`config.mk`:
```
export PLATFORM = sky130hd
export DESIGN_NAME = ql_seg_alu_flat
export DESIGN_NICKNAME = d
export VERILOG_FILES = /design/src/rtl/ql_alu_pkg.sv /design/src/rtl/ql_seg_alu_if.sv /design/src/rtl/ql_alu_seg.sv /design/src/rtl/ql_seg_alu.sv /design/src/flat_wrapper.sv
export SDC_FILE = /design/constraint.sdc
export NUM_CORES = 1
export LEC_CHECK = 0
export ABC_AREA = 1
export CORE_MARGIN = 3
export CORE_UTILIZATION = 30
export CTS_CLUSTER_DIAMETER = 100
export CTS_CLUSTER_SIZE = 30
export DETAILED_ROUTE_END_ITERATION = 12
export GPL_TIMING_DRIVEN = 0
export PLACE_DENSITY_LB_ADDON = 0.3
export SYNTH_ARGS = -nofsm -noshare
export SYNTH_HDL_FRONTEND = slang
export SYNTH_SLANG_ARGS = --single-unit
```
`constraint.sdc`:
```
create_clock -name clk -period 8 [get_ports clk]
set_clock_uncertainty 0.2 [all_clocks]
set_input_delay 2 -clock clk [delete_from_list [all_inputs] [get_ports clk]]
set_output_delay 2 -clock clk [all_outputs]
set_load 0.005 [all_outputs]
```
`src/rtl/ql_alu_pkg.sv`:
```
// Shared sizing helpers and per-stage control record for the segmented add/subtract pipeline.
// Optional macro QL_ALU_FLAGS_EN adds the unsigned-borrow tracking bit to the stage record.
package ql_alu_pkg;

  function automatic int ql_alu_segs(input int width, input int seg_w);
    return width / seg_w;
  endfunction

  // Elaboration-time sanity check: WIDTH must split evenly into SEG_W-bit segments.
  function automatic bit ql_alu_cfg_ok(input int width, input int seg_w, input int sgn);
    return (seg_w > 0) && (width >= seg_w) && ((width % seg_w) == 0) && (sgn == 0 || sgn == 1);
  endfunction

  typedef struct packed {
    logic valid;
`ifdef QL_ALU_FLAGS_EN
    logic bi;
`endif
  } stage_t;

endpackage

```
`src/rtl/ql_seg_alu_if.sv`:
```
// Valid/ready operand and result bundle for ql_seg_alu.
// Optional macro QL_ALU_FLAGS_EN adds the ovf and zero result flags.
interface ql_seg_alu_if #(
  parameter int WIDTH = 32
);
  logic             in_valid;
  logic             in_ready;
  logic [WIDTH-1:0] a;
  logic [WIDTH-1:0] b;
  logic             ci;
  logic             bi;
  logic             out_valid;
  logic             out_ready;
  logic [WIDTH-1:0] y;
  logic [WIDTH-1:0] x;
  logic             co;
`ifdef QL_ALU_FLAGS_EN
  logic             ovf;
  logic             zero;
`endif

  modport master (
`ifdef QL_ALU_FLAGS_EN
    input  ovf, zero,
`endif
    output in_valid, a, b, ci, bi, out_ready,
    input  in_ready, out_valid, y, x, co
  );

  modport slave (
`ifdef QL_ALU_FLAGS_EN
    output ovf, zero,
`endif
    input  in_valid, a, b, ci, bi, out_ready,
    output in_ready, out_valid, y, x, co
  );
endinterface

```
`src/rtl/ql_alu_seg.sv`:
```
// One SEG_W-bit ripple full-adder segment with registered sum and carry-out.
// Registers advance only when en is high.
module ql_alu_seg #(
  parameter int SEG_W = 8
) (
  input  logic             clk,
  input  logic             rst_n,
  input  logic             en,
  input  logic [SEG_W-1:0] a,
  input  logic [SEG_W-1:0] b,
  input  logic             ci,
  output logic [SEG_W-1:0] sum,
  output logic             co
);
  logic [SEG_W-1:0] sum_d;
  logic             co_d;

  always_comb begin
    logic c;
    c     = ci;
    sum_d = '0;
    for (int unsigned i = 0; i < SEG_W; i++) begin
      sum_d[i] = a[i] ^ b[i] ^ c;
      c        = (a[i] & b[i]) | (c & (a[i] ^ b[i]));
    end
    co_d = c;
  end

  always_ff @(posedge clk or negedge rst_n) begin
    if (!rst_n) begin
      sum <= '0;
      co  <= 1'b0;
    end else if (en) begin
      sum <= sum_d;
      co  <= co_d;
    end
  end
endmodule

```
`src/rtl/ql_seg_alu.sv`:
```
// Segment-pipelined add/subtract: SEGS registered carry-chain segments with operand skew and sum deskew.
// Optional macro QL_ALU_FLAGS_EN adds the ovf/zero flags.
module ql_seg_alu
  import ql_alu_pkg::*;
#(
  parameter int WIDTH  = 32,
  parameter int SEG_W  = 8,
  parameter int SIGNED = 0
) (
  input logic          clk,
  input logic          rst_n,
  ql_seg_alu_if.slave  bus
);
  localparam int SEGS = ql_alu_segs(WIDTH, SEG_W);

  if (!ql_alu_cfg_ok(WIDTH, SEG_W, SIGNED)) begin : g_cfg_err
    $error("ql_seg_alu: WIDTH must be a positive multiple of SEG_W and SIGNED must be 0 or 1");
  end

  logic             en;
  logic [WIDTH-1:0] b_eff;
  logic [WIDTH-1:0] y_w;
  logic [SEGS-1:0]  carry_q;
  logic [SEG_W-1:0] sum_q  [SEGS];
  logic [WIDTH-1:0] x_pipe [SEGS];
  stage_t           ctl    [SEGS];

  assign en           = !ctl[SEGS-1].valid || bus.out_ready;
  assign bus.in_ready = en && rst_n;
  assign b_eff        = bus.bi ? ~bus.b : bus.b;

  for (genvar k = 0; k < SEGS; k++) begin : g_stage
    localparam int unsigned DEPTH = k;
    localparam int unsigned DLY   = SEGS - 1 - k;

    logic [SEG_W-1:0] op_a;
    logic [SEG_W-1:0] op_b;
    logic             cin;

    if (k == 0) begin : g_head
      assign op_a = bus.a[SEG_W-1:0];
      assign op_b = b_eff[SEG_W-1:0];
      assign cin  = bus.ci;
    end else begin : g_skew
      logic [SEG_W-1:0] sk_a [DEPTH];
      logic [SEG_W-1:0] sk_b [DEPTH];

      always_ff @(posedge clk or negedge rst_n) begin
        if (!rst_n) begin
          for (int unsigned j = 0; j < DEPTH; j++) begin
            sk_a[j] <= '0;
            sk_b[j] <= '0;
          end
        end else if (en) begin
          sk_a[0] <= bus.a[k*SEG_W +: SEG_W];
          sk_b[0] <= b_eff[k*SEG_W +: SEG_W];
          for (int unsigned j = 1; j < DEPTH; j++) begin
            sk_a[j] <= sk_a[j-1];
            sk_b[j] <= sk_b[j-1];
          end
        end
      end

      assign op_a = sk_a[k-1];
      assign op_b = sk_b[k-1];
      assign cin  = carry_q[k-1];
    end

    ql_alu_seg #(.SEG_W(SEG_W)) u_seg (
      .clk   (clk),
      .rst_n (rst_n),
      .en    (en),
      .a     (op_a),
      .b     (op_b),
      .ci    (cin),
      .sum   (sum_q[k]),
      .co    (carry_q[k])
    );

    if (DLY == 0) begin : g_tail
      assign y_w[k*SEG_W +: SEG_W] = sum_q[k];
    end else begin : g_deskew
      logic [SEG_W-1:0] ds [DLY];

      always_ff @(posedge clk or negedge rst_n) begin
        if (!rst_n) begin
          for (int unsigned j = 0; j < DLY; j++) ds[j] <= '0;
        end else if (en) begin
          ds[0] <= sum_q[k];
          for (int unsigned j = 1; j < DLY; j++) ds[j] <= ds[j-1];
        end
      end

      assign y_w[k*SEG_W +: SEG_W] = ds[DLY-1];
    end
  end

  always_ff @(posedge clk or negedge rst_n) begin
    if (!rst_n) begin
      for (int unsigned i = 0; i < SEGS; i++) begin
        x_pipe[i] <= '0;
        ctl[i]    <= '0;
      end
    end else if (en) begin
      x_pipe[0]    <= bus.a ^ b_eff;
      ctl[0].valid <= bus.in_valid;
`ifdef QL_ALU_FLAGS_EN
      ctl[0].bi    <= bus.bi;
`endif
      for (int unsigned i = 1; i < SEGS; i++) begin
        x_pipe[i] <= x_pipe[i-1];
        ctl[i]    <= ctl[i-1];
      end
    end
  end

  assign bus.out_valid = ctl[SEGS-1].valid;
  assign bus.y         = y_w;
  assign bus.x         = x_pipe[SEGS-1];
  assign bus.co        = carry_q[SEGS-1];

`ifdef QL_ALU_FLAGS_EN
  // Carry into the MSB equals y^x at the MSB, so signed overflow needs no extra register.
  assign bus.ovf  = (SIGNED != 0) ? (y_w[WIDTH-1] ^ x_pipe[SEGS-1][WIDTH-1] ^ carry_q[SEGS-1])
                                  : (carry_q[SEGS-1] ^ ctl[SEGS-1].bi);
  assign bus.zero = ctl[SEGS-1].valid && (y_w == '0);
`endif
endmodule

```
`src/flat_wrapper.sv`:
```
// flat-port wrapper written by rule: the top's interface ports become plain ports
module ql_seg_alu_flat import ql_alu_pkg::*;
#(
  parameter int WIDTH  = 32,
  parameter int SEG_W  = 8,
  parameter int SIGNED = 0
)
  (clk, rst_n, bus_in_valid, bus_a, bus_b, bus_ci, bus_bi, bus_out_ready, bus_in_ready, bus_out_valid, bus_y, bus_x, bus_co);
  ql_seg_alu_if #(.WIDTH(WIDTH)) bus_i ();
  input logic clk;
  input logic rst_n;
  input wire logic [$bits(bus_i.in_valid)-1:0] bus_in_valid;
  input wire logic [$bits(bus_i.a)-1:0] bus_a;
  input wire logic [$bits(bus_i.b)-1:0] bus_b;
  input wire logic [$bits(bus_i.ci)-1:0] bus_ci;
  input wire logic [$bits(bus_i.bi)-1:0] bus_bi;
  input wire logic [$bits(bus_i.out_ready)-1:0] bus_out_ready;
  output wire logic [$bits(bus_i.in_ready)-1:0] bus_in_ready;
  output wire logic [$bits(bus_i.out_valid)-1:0] bus_out_valid;
  output wire logic [$bits(bus_i.y)-1:0] bus_y;
  output wire logic [$bits(bus_i.x)-1:0] bus_x;
  output wire logic [$bits(bus_i.co)-1:0] bus_co;
  assign bus_i.in_valid = bus_in_valid;
  assign bus_i.a = bus_a;
  assign bus_i.b = bus_b;
  assign bus_i.ci = bus_ci;
  assign bus_i.bi = bus_bi;
  assign bus_i.out_ready = bus_out_ready;
  assign bus_in_ready = bus_i.in_ready;
  assign bus_out_valid = bus_i.out_valid;
  assign bus_y = bus_i.y;
  assign bus_x = bus_i.x;
  assign bus_co = bus_i.co;
  ql_seg_alu #(.WIDTH(WIDTH), .SEG_W(SEG_W), .SIGNED(SIGNED)) u_core (.clk(clk), .rst_n(rst_n), .bus(bus_i));
endmodule
```
# ---- After elaboration in Yosys (flattened, before gate mapping)
# Cells that the tools add are included.
dict set report totals {
  register_bits 312
  in_bits 70
  out_inout_bits 67
  wordCells 200
}
dict set report classes {
  n_mux 1
  bitwise_logic 162
  reduce_logical 3
}
# operator count
set op_table {}
lappend op_table {{1-bit bitwise AND} 64}
lappend op_table {{1-bit XOR} 64}
lappend op_table {{32-bit two-way mux} 1}
lappend op_table {{32-bit NOT} 1}
lappend op_table {{1-bit OR} 32}
lappend op_table {{32-bit XOR} 1}
lappend op_table {{1-bit logical AND} 1}
lappend op_table {{1-bit logical NOT} 1}
lappend op_table {{1-bit logical OR} 1}

# ---- Logic depth before layout (Yosys ltp)
dict set report logic_depth {
  depth_word 19
  ltp_mapped 15
  mapped_depth_nobuf 13
}

# ---- By module
# A second synthesis with hierarchy kept.
dict set report hier_totals {
  hier_cells 1675
  hier_area_um2 14417.6
}
# module n_inst cells_per_inst area_each_um2 seq_area_each_um2
set by_module_without_submodules {}
lappend by_module_without_submodules {ql_seg_alu 1 1451 12260.5 6906.6}
lappend by_module_without_submodules {ql_alu_seg 4 56 539.3 225.2}

# ---- Least setup slack after synthesis
# Ideal clock, no wire load.
dict set report synth_timing {
  path_kind {input to register}
  start {input port bus_bi}
  end {register u_core.g_stage[0].u_seg.sum[7]}
  setup_time_ns 0.130
  arrival_time_ns 5.617
  required_ns 7.670
  path_slack_ns 2.053
  stages 15
  path_buffers 2
  path_cell_list {buf_2 > buf_4 > xor2_1 > fa_1 > inv_1 > fa_1 > fa_1 > fa_1 > fa_1 > fa_1 > fa_1 > inv_1 > fa_1 > nand2_1 > o21ai_0}
}
dict set report synth_between {
  elab_chain_cells 17
  elab_cells_between_ends 31
  cone_classes {mux: 1; bitwise: 30}
}
# element line
set synth_lines {}
lappend synth_lines {{start: declaration} flat_wrapper.sv:16} ;# input wire logic [$bits(bus_i.bi)-1:0] bus_bi;
lappend synth_lines {{32-bit two-way mux (*)} ql_seg_alu.sv:30} ;# assign b_eff = bus.bi ? ~bus.b : bus.b;
lappend synth_lines {{1-bit XOR} ql_alu_seg.sv:24} ;# c = (a[i] & b[i]) | (c & (a[i] ^ b[i]));
lappend synth_lines {{1-bit bitwise AND} ql_alu_seg.sv:24}
lappend synth_lines {{1-bit OR} ql_alu_seg.sv:24}
lappend synth_lines {{1-bit bitwise AND} ql_alu_seg.sv:24}
lappend synth_lines {{1-bit OR} ql_alu_seg.sv:24}
lappend synth_lines {{1-bit bitwise AND} ql_alu_seg.sv:24}
lappend synth_lines {{1-bit OR} ql_alu_seg.sv:24}
lappend synth_lines {{[... 2 more ...]} -}
lappend synth_lines {{1-bit bitwise AND} ql_alu_seg.sv:24}
lappend synth_lines {{1-bit OR} ql_alu_seg.sv:24}
lappend synth_lines {{1-bit bitwise AND} ql_alu_seg.sv:24}
lappend synth_lines {{1-bit OR} ql_alu_seg.sv:24}
lappend synth_lines {{1-bit bitwise AND} ql_alu_seg.sv:24}
lappend synth_lines {{1-bit OR} ql_alu_seg.sv:24}
lappend synth_lines {{1-bit XOR (*)} ql_alu_seg.sv:23} ;# sum_d[i] = a[i] ^ b[i] ^ c;
lappend synth_lines {{named net u_core.g_stage[0].u_seg.sum_d[7]} ql_alu_seg.sv:15} ;# logic [SEG_W-1:0] sum_d;
lappend synth_lines {{end signal: assignment} ql_alu_seg.sv:34} ;# sum <= sum_d;
lappend synth_lines {{end: declaration} ql_alu_seg.sv:12} ;# output logic [SEG_W-1:0] sum,
# The timed path passes the listed nets; every way through them passes the cells marked *.
# A chain may end at the register's enable or synchronous reset.

# ---- Final worst setup path
# Same ends and word-level chain as after synthesis.

==> run metrics <==
critical-path cell list clkdlybuf4s50_1 -> buf_2 -> buf_4 -> xor2_1 -> fa_1 -> inv_1 -> fa_1 -> fa_1 -> fa_1 -> fa_1 -> fa_1 -> fa_1 -> inv_1 -> fa_1 -> nand2_1 -> o21ai_0; vias in the first global route 10770; Tcrit/Tclk final 80.18%; Crit Path Max Fanout 10; worst path arrival time 6.60 ns; register area share after synthesis 56.19%; multiplexer share of the synthesized area 0%; GRT Residual Overflow 0; count of different cell masters after synthesis 22; RSZ-0062 raised after global routing false; CP max stage delay approximately 0.49 ns; DRC viols 0; Hold Path Class reg2reg; Worst Setup Start Kind primary input; CP required 8.19 ns; CP Capture Type flip-flop; adder-cell share of the synthesized area 5.330%; critical path class in2reg; Via density 4.543; first-pass GRT wire length 61230 µm; initial drt markers 853; number of port buffers 136; CTS Buf Count 14; P&R area growth vs syn 18.81%; VDD IR-drop max 0.1252 mV; clk_lat worst skew 0.51 ns; slew of the pin with the lowest slew margin between 0.7 and 0.8 ns; Slew Viols, Final 0; pwr dens 343.0 nW/µm²; main combinational cell family by area after synthesis simple AND/OR/NAND/NOR gates; Core Area approximately 46000 µm²; fmax 155.9 MHz; Leakage around 8.2 nW; clk sink count ~310; worst hold margin 0.2716 ns; # Post-CTS Setup Buffers 0; Seq cells post-synth ~310; Synth Area in Compound Gates under 10%; Die Y roughly 220 µm; setup violators final 0; Post-Route WL between 30000 and 40000 µm; pin count of the biggest net entering global routing 89; Post-CTS Resized 0; Post-Synth XOR/XNOR Area 0.5042%; starting density of the core 30.49%; drt wl/cell 16.60 µm; DPL Wire Length 28530 µm; Tmin final around 6.4 ns; number of synthesis warnings 0; CP delay by family, top adder cells; CTS tree done; outcome finished clean; CTS H-tree depth 1; Slowest-stage cell, CP clkdlybuf4s50_1; synthesized cell area 13900 µm²; total negative slack 0 ns; IO Pins 137; Detail Route Antenna Nets 0; worst path buffer plus inverter count 5; Slew HR 47.96%; Row Count 78; largest area contributor in the netlist dfrtp_1; Post-Synth Simple-Gate Area 18.63%; Layout Nets 1823; Die ar. 48940 µm²; root buffer cell clkbuf_16; Final Non-Filler Cells 2317; Clock Tree Buf Depth 3; Die Wd 221.2 µm; max_cap viols 0; Top cell by count, worst path fa_1; DR pass1 iterations 5; Yosys top cell area share 56.19%; largest cells by area after synthesis dfrtp_1 (56%), nand2_1 (16%), o21ai_0 (5.7%); DR vias around 11000; layout cells sized above 1 under 10%; syn_nets 1668; final hold violations 0; Worst-path clk slew ~0.12 ns; Placed Cells 2297; gate count of the mapped netlist approximately 1600; Synth Area per Inst 8.919 µm²; initial antenna violation count 3; All-Layer GR Usage 15.69%; routability cong. 0.8425; CTS Hold Buffers Added 0
-- cells in the mapped netlist --
library cell / count
dfrtp_1: 312
xor2_1: 2
o21ai_1: 48
nand3_1: 48
inv_2: 2
xnor2_1: 6
o21bai_1: 9
o21ai_0: 158
nand2_1: 605
nor2_1: 1
nand2_2: 10
fa_1: 32
buf_6: 11
buf_8: 1
inv_1: 161
clkbuf_1: 23
nand2_4: 1
ha_1: 8
buf_4: 55
buf_12: 1
a21oi_1: 24
buf_2: 40
-- state kept, by name, summed over array words and instances, names as in the netlist, 4 cells and up --
register / flops
u_core.bus.x: 32
u_core.bus.y: 16
u_core.g_stage.u_seg.co: 4
u_core.g_stage.g_deskew.ds: 32
u_core.g_stage.g_skew.sk_b: 32
u_core.g_stage.op_a: 16
u_core.g_stage.op_b: 16
u_core.x_pipe: 96
u_core.g_stage.g_skew.sk_a: 32
u_core.g_stage.u_seg.sum: 32
-- final timing paths --
| check | startpoint | endpoint | slack [ns] | cells past startpoint |
|---|---|---|---|---|
| worst max-delay path | bus_bi | u_core.g_stage[0].u_seg.sum[7]$_DFFE_PN0N_ | 1.59 | 16 |
| worst min-delay path | u_core.ctl[1]$_DFFE_PN0N_ | u_core.bus.out_valid$_DFFE_PN0N_ | 0.27 | 2 |
| worst max register to register | u_core.g_stage[2].u_seg.co$_DFFE_PN0N_ | u_core.g_stage[3].u_seg.sum[7]$_DFFE_PN0N_ | 3.56 | 12 |
| worst min register to register | u_core.ctl[1]$_DFFE_PN0N_ | u_core.bus.out_valid$_DFFE_PN0N_ | 0.27 | 2 |
| max in group asynchronous | rst_n | u_core.bus.x[22]$_DFFE_PN0N_ | 5.50 | 2 |
| min in group asynchronous | rst_n | u_core.g_stage[0].g_deskew.ds[11]$_DFFE_PN0N_ | 1.24 | 1 |
-- metal layers --
layer | vias up | routed length [µm] | track usage [%]
li1 | 5029 | - | -
met1 | 5173 | 18180 | 22.34
met2 | 277 | 17510 | 25.43
met3 | 42 | 1964 | 2.401
met5 | - | 22 | 0
met4 | 4 | 788 | 3.448
-- kinds of logic after synthesis --
kind of cell | Yosys count
compound gates | 239
simple gates | 665
buf+inv | 294
flops | 312
fa+ha+maj | 40
xor+xnor | 8
-- worst reg2reg max path: stages (launching register included) --
cell,delay [ns]
dfrtp_1,0.44
fa_1,0.43
inv_1,0.09
fa_1,0.18
inv_1,0.07
fa_1,0.46
fa_1,0.48
fa_1,0.46
fa_1,0.48
fa_1,0.44
inv_1,0.10
fa_1,0.40
o21ai_1,0.14
-- final cells by class --
class                   count  area, µm²
diodes                      1      2.502
inverters                 163      611.8
well taps                 600      750.7
flip-flops and latches    312       7807
clock buffers              16      389.1
multi-input cells         952       4618
clock inverters             3      22.52
fillers                  4697      29070
plain buffers             131      858.3
repair buffers            139       1449
-- per-stage QoR --
stage	worst slack [ns]	utilization [%]	total power [mW]	cell area [µm²]
floorplan	2.053	-	3.861	13900
global placement	-8.996	35.12	4.829	16010
detailed placement	1.051	35.32	4.876	16100
CTS	1.596	36.22	5.746	16510
global route	1.477	36.22	6.134	16510
finish	1.585	36.22	5.663	16510
-- report_power, final --
part           internal [mW]  total [mW]  leakage [nW]  switching [mW]
clock                  0.356       0.864         0.205           0.508
combinational          0.997        2.20          4.14            1.20
sequential              2.25        2.60          3.82           0.352
-- cell usage in the layout, fill, tap and decap left out, drive strengths merged, types with 8 or more instances in the layout --
cell,count
nand2,616
a21oi,24
dfrtp,312
fa,32
o21bai,9
inv,164
clkdlybuf4s50,135
nand3,48
clkbuf,39
o21ai,206
ha,8
buf,112
Note: power is estimated with default switching activity, not from simulation.
